==> src/rtl/mem_port_arbiter.sv <==
// Shares one memory port between instruction fetch (IF) and data access (MA).
// MA has priority, IF starvation is bounded, stuck accesses time out, and redirected fetches are discarded.
module mem_port_arbiter #(
  parameter int MAX_MA_STREAK = 4,
  parameter int TIMEOUT       = 64,
  parameter int CNT_W         = 8
) (
  input  logic        clk,
  input  logic        reset,
  input  logic        if_req,
  input  logic [31:0] if_addr,
  input  logic        if_flush,
  output logic        if_stall,
  output logic        if_done,
  output logic [31:0] if_rdata,
  input  logic [1:0]  ma_read,
  input  logic [1:0]  ma_write,
  input  logic [31:0] ma_addr,
  input  logic [31:0] ma_wdata,
  output logic        ma_stall,
  output logic        ma_done,
  output logic [31:0] ma_rdata,
  output logic        mem_req,
  output logic        mem_we,
  output logic [1:0]  mem_size,
  output logic [31:0] mem_addr,
  output logic [31:0] mem_wdata,
  input  logic        mem_ready,
  input  logic [31:0] mem_rdata,
  output logic        bus_err
);

  localparam int STRK_W = (MAX_MA_STREAK < 1) ? 1 : $clog2(MAX_MA_STREAK + 1);

  typedef enum logic [1:0] {IDLE, BUSY, DONE} state_t;

  state_t            state_q;
  logic              ownerIf_q;
  logic              discard_q;
  logic [STRK_W-1:0] streakCnt_q;
  logic [STRK_W-1:0] streakCnt_d;
  logic [CNT_W-1:0]  timeoutCnt_q;
  logic              memReq_q;
  logic              memWe_q;
  logic [1:0]        memSize_q;
  logic [31:0]       memAddr_q;
  logic [31:0]       memWdata_q;
  logic [31:0]       ifRdata_q;
  logic [31:0]       maRdata_q;
  logic              ifDone_q;
  logic              maDone_q;
  logic              busErr_q;

  logic maValid;
  logic streakFull;
  logic grantMa;
  logic grantIf;
  logic timeoutHit;
  logic discardNow;

  assign maValid    = (ma_read != 2'b00) || (ma_write != 2'b00);
  assign streakFull = (streakCnt_q == STRK_W'(MAX_MA_STREAK));
  assign grantMa    = maValid && !(if_req && streakFull);
  assign grantIf    = if_req && !grantMa;
  assign timeoutHit = (TIMEOUT != 0) && (timeoutCnt_q == CNT_W'(TIMEOUT - 1));
  // A flush arriving on the completing edge itself must also drop the fetch.
  assign discardNow = ownerIf_q && (discard_q || if_flush);

  always_comb begin
    streakCnt_d = streakCnt_q;
    if (grantMa && if_req) begin
      streakCnt_d = streakFull ? streakCnt_q : streakCnt_q + STRK_W'(1);
    end else if (grantMa || grantIf) begin
      streakCnt_d = '0;
    end
  end

  always_ff @(posedge clk) begin
    if (reset) begin
      state_q      <= IDLE;
      ownerIf_q    <= 1'b0;
      discard_q    <= 1'b0;
      streakCnt_q  <= '0;
      timeoutCnt_q <= '0;
      memReq_q     <= 1'b0;
      memWe_q      <= 1'b0;
      memSize_q    <= 2'b00;
      memAddr_q    <= '0;
      memWdata_q   <= '0;
      ifRdata_q    <= '0;
      maRdata_q    <= '0;
      ifDone_q     <= 1'b0;
      maDone_q     <= 1'b0;
      busErr_q     <= 1'b0;
    end else begin
      ifDone_q <= 1'b0;
      maDone_q <= 1'b0;
      busErr_q <= 1'b0;
      case (state_q)
        IDLE: begin
          if (grantMa || grantIf) begin
            state_q      <= BUSY;
            memReq_q     <= 1'b1;
            ownerIf_q    <= grantIf;
            streakCnt_q  <= streakCnt_d;
            timeoutCnt_q <= '0;
            discard_q    <= 1'b0;
            if (grantIf) begin
              memWe_q   <= 1'b0;
              memSize_q <= 2'b11;
              memAddr_q <= if_addr;
            end else begin
              memWe_q    <= (ma_write != 2'b00);
              memSize_q  <= (ma_write != 2'b00) ? ma_write : ma_read;
              memAddr_q  <= ma_addr;
              memWdata_q <= ma_wdata;
            end
          end
        end
        BUSY: begin
          if (ownerIf_q && if_flush) begin
            discard_q <= 1'b1;
          end
          if (mem_ready || timeoutHit) begin
            memReq_q <= 1'b0;
            state_q  <= DONE;
            busErr_q <= !mem_ready && !discardNow;
            if (ownerIf_q) begin
              if (!discardNow) begin
                ifDone_q  <= 1'b1;
                ifRdata_q <= mem_ready ? mem_rdata : '0;
              end
            end else begin
              maDone_q <= 1'b1;
              if (!mem_ready) begin
                maRdata_q <= '0;
              end else if (!memWe_q) begin
                maRdata_q <= mem_rdata;
              end
            end
          end else if (TIMEOUT != 0) begin
            timeoutCnt_q <= timeoutCnt_q + CNT_W'(1);
          end
        end
        DONE: begin
          state_q   <= IDLE;
          discard_q <= 1'b0;
        end
        default: state_q <= IDLE;
      endcase
    end
  end

  assign if_stall  = if_req & ~ifDone_q;
  assign ma_stall  = maValid & ~maDone_q;
  assign if_done   = ifDone_q;
  assign if_rdata  = ifRdata_q;
  assign ma_done   = maDone_q;
  assign ma_rdata  = maRdata_q;
  assign mem_req   = memReq_q;
  assign mem_we    = memWe_q;
  assign mem_size  = memSize_q;
  assign mem_addr  = memAddr_q;
  assign mem_wdata = memWdata_q;
  assign bus_err   = busErr_q;

endmodule

==> config.mk <==
export PLATFORM = sky130hd
export DESIGN_NAME = mem_port_arbiter
export DESIGN_NICKNAME = d
export VERILOG_FILES = /design/src/rtl/mem_port_arbiter.sv
export SDC_FILE = /design/constraint.sdc
export NUM_CORES = 1
export LEC_CHECK = 0
export CAP_MARGIN = 20
export CORE_MARGIN = 8
export CORE_UTILIZATION = 43
export CTS_BUF_LIST = sky130_fd_sc_hd__clkbuf_8 sky130_fd_sc_hd__clkbuf_16
export DETAILED_ROUTE_END_ITERATION = 8
export MAX_ROUTING_LAYER = met4
export PLACE_DENSITY = 0.89
export SYNTH_ARGS = -nofsm -noshare
export SYNTH_HDL_FRONTEND = slang
export SYNTH_SLANG_ARGS = --single-unit
==> constraint.sdc <==
create_clock -name clk -period 4.3 [get_ports clk]
set_clock_uncertainty 0.15 [all_clocks]
set_input_delay 0.43 -clock clk [delete_from_list [all_inputs] [get_ports clk]]
set_output_delay 0.43 -clock clk [all_outputs]
set_load 0.05 [all_outputs]
Word-level counts from Yosys, hierarchy flattened
Index checks and enable logic that the tools add are counted.
- equal/unequal tests: 10
- reductions and logical operators: 31
- muxes and demuxes: 23
- bitwise logic cells: 9
- $add $sub $neg: 2
- operators by type and width (kind ; number):
    2-to-1 mux 32 bit ; 4
    2-to-1 mux 8 bit ; 2
    case mux 8 bit (2 select lines) ; 1
    AND reduction 3 bit ; 5
    != test 2 bit, second input constant ; 6
    adder 8 x 1 -> 8 bit, second input constant ; 1
    == test 8 x 6 -> 1 bit, second input constant ; 1
    2-to-1 mux 2 bit ; 4
    AND reduction 4 bit ; 2
    logical AND 1 bit ; 7
    2-to-1 mux 1 bit ; 7
    inverter 1 bit ; 7
    2-to-1 mux 3 bit ; 2
    nonzero test 2 bit ; 3
    logical NOT 1 bit ; 4
    logical OR 1 bit ; 4
    case mux 2 bit (2 select lines) ; 1
    AND reduction 2 bit ; 2
    OR reduction 4 bit ; 1
    adder 3 x 1 -> 3 bit, second input constant ; 1
    == test 3 bit, second input constant ; 1
    case mux 1 bit (3 select lines) ; 1
    nonzero test 3 bit ; 1
    OR reduction 3 bit ; 1
    other kinds (5) ; 6
- bits of input ports: 137
- logic and storage cells: 90
- register bits after elaboration: 150
- output and inout bits: 137

Depth between registers and ports, before layout
- word-level depth: 9
- depth in mapped cells: 8
- mapped depth without buffers: 6

Least setup slack after synthesis
No wires, ideal clock.
- path kind: register -> register
- start point: register timeoutCnt_q[0]
- end point: register ifRdata_q[0] (netlist: if_rdata[0])
- arrival time: 1754 ps
- clock period less this slack: 2021 ps
- setup time: 117 ps
- required time: 4033 ps
- stages on the path, launching flop included: 7
- path buffers: 1
- setup slack: 2279 ps
- cell sequence: dfxtp_1 > ha_1 > nor3b_1 > a21oi_1 > o31a_1 > clkbuf_1 > a22o_1
- cells in the longest elaborated chain, start to end: 3
- RTL lines (element ; RTL line ; RTL):
    from (decl) ; 42 ; logic [CNT_W-1:0] timeoutCnt_q;
    from (signal assigned) ; 142 ; timeoutCnt_q <= timeoutCnt_q + CNT_W'(1);
    == test 8 x 6 -> 1 bit ; 65 ; assign timeoutHit = (TIMEOUT != 0) && (timeoutCnt_q == CNT_W'(TIMEOUT - 1));
    logical OR 1 bit ; 124 ; if (mem_ready || timeoutHit) begin
    AND reduction 4 bit (no source line) ; n/a ;
    to (signal assigned) ; 131 ; ifRdata_q <= mem_ready ? mem_rdata : '0;
    to (decl) ; 48 ; logic [31:0] ifRdata_q;
Every way passes these cells.
A chain may end at the register's enable or synchronous reset.

Worst setup path after layout
- start point: input port ma_write[0]
- end point: output port ma_stall
- cells in the longest elaborated chain, start to end: 3
- RTL lines (element ; RTL line ; RTL):
    from (decl) ; 17 ; input logic [1:0] ma_write,
    nonzero test 2 bit ; 61 ; assign maValid = (ma_read != 2'b00) || (ma_write != 2'b00);
    logical OR 1 bit ; 61 ;
    bitwise AND 1 bit ; 155 ; assign ma_stall = maValid & ~maDone_q;
    to (decl) ; 20 ; output logic ma_stall,
Every way passes these cells.

==> flow_metrics.env <==
export IMPL_cp_max_fo=10
export IMPL_grt_antenna_before_repair=1
export IMPL_period_share_pct=71.7
export IMPL_stdcell_count=1005
export IMPL_cts_buffer_depth=2
export IMPL_syn_avg_cell_area_um2=9.67
export IMPL_synth_seq_cells=150
export IMPL_drt_first_iter_violations=328
export IMPL_dp_cells=972
export IMPL_synthDistinctLibCells=45
export IMPL_synth_top_area_share_pct=55.0
export IMPL_die_y_um=129
export IMPL_worst_pin_slew_ns=0.743
export IMPL_rows=41
export IMPL_path_depth=4
export IMPL_cts_root_buf="clkbuf_16"
export IMPL_grt_usage_pct=22.9
export IMPL_clkLatencyLatePin_ns=0.42
export IMPL_combPwrFrac_pct=20.9
export IMPL_worst_r2r_cell_count=6
export IMPL_ys_warn_count=0
export IMPL_whs_ns=0.304
export IMPL_synth_largest_area_cell="dfxtp_1"
export IMPL_gr_total_overflow=0
export IMPL_slowest_stage="clkdlybuf4s50_1"
export IMPL_crit_chain="clkdlybuf4s50_1 > or4_1 > nor2b_1 > clkdlybuf4s50_1"
export IMPL_place_congestion=0.853
export IMPL_numPortBuffers=273
export IMPL_area_growth_pct=63.6
export IMPL_syn_instance_count=564
export IMPL_hold_violations=0
export IMPL_totalWireLength_um=18500
export IMPL_clk_pin_slew_ns=0.06
export IMPL_post_dp_hpwl_um=13400
export IMPL_numClockSinks=150
export IMPL_cp_start_kind="primary input"
export IMPL_endpoint_kind="output port"
export IMPL_die_area_um2=16500
export IMPL_synthTopCellsByArea="dfxtp_1, a22o_1, nand2_1"
export IMPL_layout_nets=959
export IMPL_synthTopCellsByCount="dfxtp_1, nand2_1, a22o_1"
export IMPL_ys_flop_type="dfxtp_1"
export IMPL_start_util_pct=43.6
export IMPL_powerDensity_nw_per_um2=450
export IMPL_status="finished, final reports clean"
export IMPL_synth_edff_count=0
export IMPL_period_minus_slack_ns=3.09
export IMPL_intPower_uw=2900
export IMPL_max_freq_ghz=0.324
export IMPL_final_core_util_pct=71.3
export IMPL_critPathBufInv=2
export IMPL_cts_hold_buf=0
export IMPL_synth_area_um2=5460
export IMPL_wl_per_cell_um=18.5
export IMPL_ys_async_sr_fraction_pct=0
export IMPL_p_leak_uw=0.00338
export IMPL_numCtsBuffers=17
export IMPL_critPathKind="in2out"
export IMPL_clockPowerShare_pct=41.1
export IMPL_min_path_cells=2
export IMPL_grt_start_max_net_pins=56
export IMPL_max_stage_delay_ns=0.71
export IMPL_nFillCells=914
export IMPL_cp_top_family="buffers and inverters"
export IMPL_cp_data_arrival_time_ns=2.51
export IMPL_cts_tree="done"
export IMPL_hold_class="reg2reg"
export IMPL_seqPwrFrac_pct=38.0
export IMPL_die_x_um=129
export IMPL_swShare_pct=27.7
export IMPL_slew_headroom_pct=50.5
export IMPL_viasPerCell=5.25
export IMPL_cp_common_cell="clkdlybuf4s50_1"
export IMPL_setup_tns_ns=0
export IMPL_cts_repair_resized=0
export IMPL_ys_seq_area_share_pct=55.0
export IMPL_yosysMostFrequentCell="dfxtp_1"
export IMPL_setup_viol=0
export IMPL_p_switching_uw=1110
export IMPL_drive_gt1_share_pct=6.13
export IMPL_num_vias=5272
export IMPL_post_cts_buffers=0
export IMPL_rsz0062_at_grt="no"
export IMPL_firstDrtPassIters=4
export IMPL_maxSlewViolCount=0
export IMPL_ir_drop_mv=0.291
export IMPL_core_um2=12500
export IMPL_htreeDepth=4
export IMPL_grt_pass1_vias=5354
export IMPL_boundaryPins=274
export IMPL_cap_violations=0
export IMPL_crit_required_ns=3.72
export IMPL_grt_pass1_wl_um=28600
export IMPL_drc_errors=0
export IMPL_synth_fp_nets=704
export IMPL_antenna_left=0
[area by class of cell]
cell class              count  area [um2]  share of cell area (%)
flip-flops and latches    150        3000                    33.6
repair buffers            282        2800                    31.3
multi-input cells         364        2230                    24.9
clock buffers              22         494                    5.54
well taps                 172         215                    2.41
clock inverters            10         175                    1.96
inverters                   4        15.0                   0.168
diodes                      1        2.50                  0.0280
[placed cells by master (no fill, tap or decap), drive strengths merged, types with 2 or more instances in the layout]
cell           netlist  routed
o21a                 2       2
clkbuf              17      22
nand3               13      13
nand3b               3       3
nand2               77      77
nor3                 6       6
nor2b                7       7
or3b                 2       2
a21oi               42      42
buf                 29      10
o21ai                4       4
clkinv               0       2
dfxtp              150     150
a22o                64      64
and4                 2       2
o32ai                2       2
inv                  4       7
nor2                46      46
nand4                2       2
or4                  4       4
ha                   3       3
bufinv               0       5
o22ai               32      32
a31oi                3       3
clkdlybuf4s50        0     272
o211ai               4       4
a211oi              33      33
[logic make-up after synthesis]
group	after synthesis	synth area share (%)
buf+inv	50	4.56
flops	150	55.0
simple gates	169	14.2
fa+ha+maj	3	0.688
mux	1	0.183
compound gates	191	25.4
[registers in the layout, summed over array words and instances (netlist names), 2 cells and up]
name          count
mem_addr         32
ma_rdata         32
if_rdata         32
timeoutCnt_q      8
state_q           2
mem_size          2
streakCnt_q       3
mem_wdata        32
[worst register-to-register path, cell delays in order (launching register included)]
cell	delay [ns]
dfxtp_1	0.35
nor2_2	0.11
buf_4	0.37
and3_1	0.73
buf_4	0.34
nand2_1	0.08
a21oi_1	0.14
[path summary, 6_finish.rpt]
| kind | slack, ns | from | endpoint |
|---|---|---|---|
| worst max register to register | 1.95 | state_q[1]$_SDFFE_PP0P_ | mem_wdata[29]$_SDFFE_PP0P_ |
| worst max-delay path | 1.21 | ma_write[0] | ma_stall |
| worst min-delay path | 0.30 | mem_wdata[22]$_SDFFE_PP0P_ | mem_wdata[22]$_SDFFE_PP0P_ |
| worst min register to register | 0.30 | mem_wdata[22]$_SDFFE_PP0P_ | mem_wdata[22]$_SDFFE_PP0P_ |
[per-layer routing]
metal	routed length (um)	track usage [%]	up-vias
met2	9610	38.7	198
met3	1280	7.36	48
met1	6990	23.8	2454
li1	-	-	2572
met5	0	-	-
met4	660	10.7	0
[through the flow]
step	worst slack (ns)	area (um2)	total power, uW
finish	1.21	8930	4010
global route	1.15	8930	4160
CTS	1.21	8920	4040
detailed placement	1.21	8250	2390
global placement	1.24	8250	2380
floorplan	2.28	5460	2040
[power groups by stage]
stage | Clock (uW) | Sequential, uW | Combinational (uW)
6_report | 1650 | 1520 | 840
5_1_grt | 1740 | 1530 | 885
4_1_cts | 1670 | 1520 | 845
3_5_place_dp | 0 | 1550 | 838
3_3_place_gp | 0 | 1550 | 831
2_1_floorplan | 0 | 1830 | 213
Note: power is estimated with default switching activity, not from simulation.
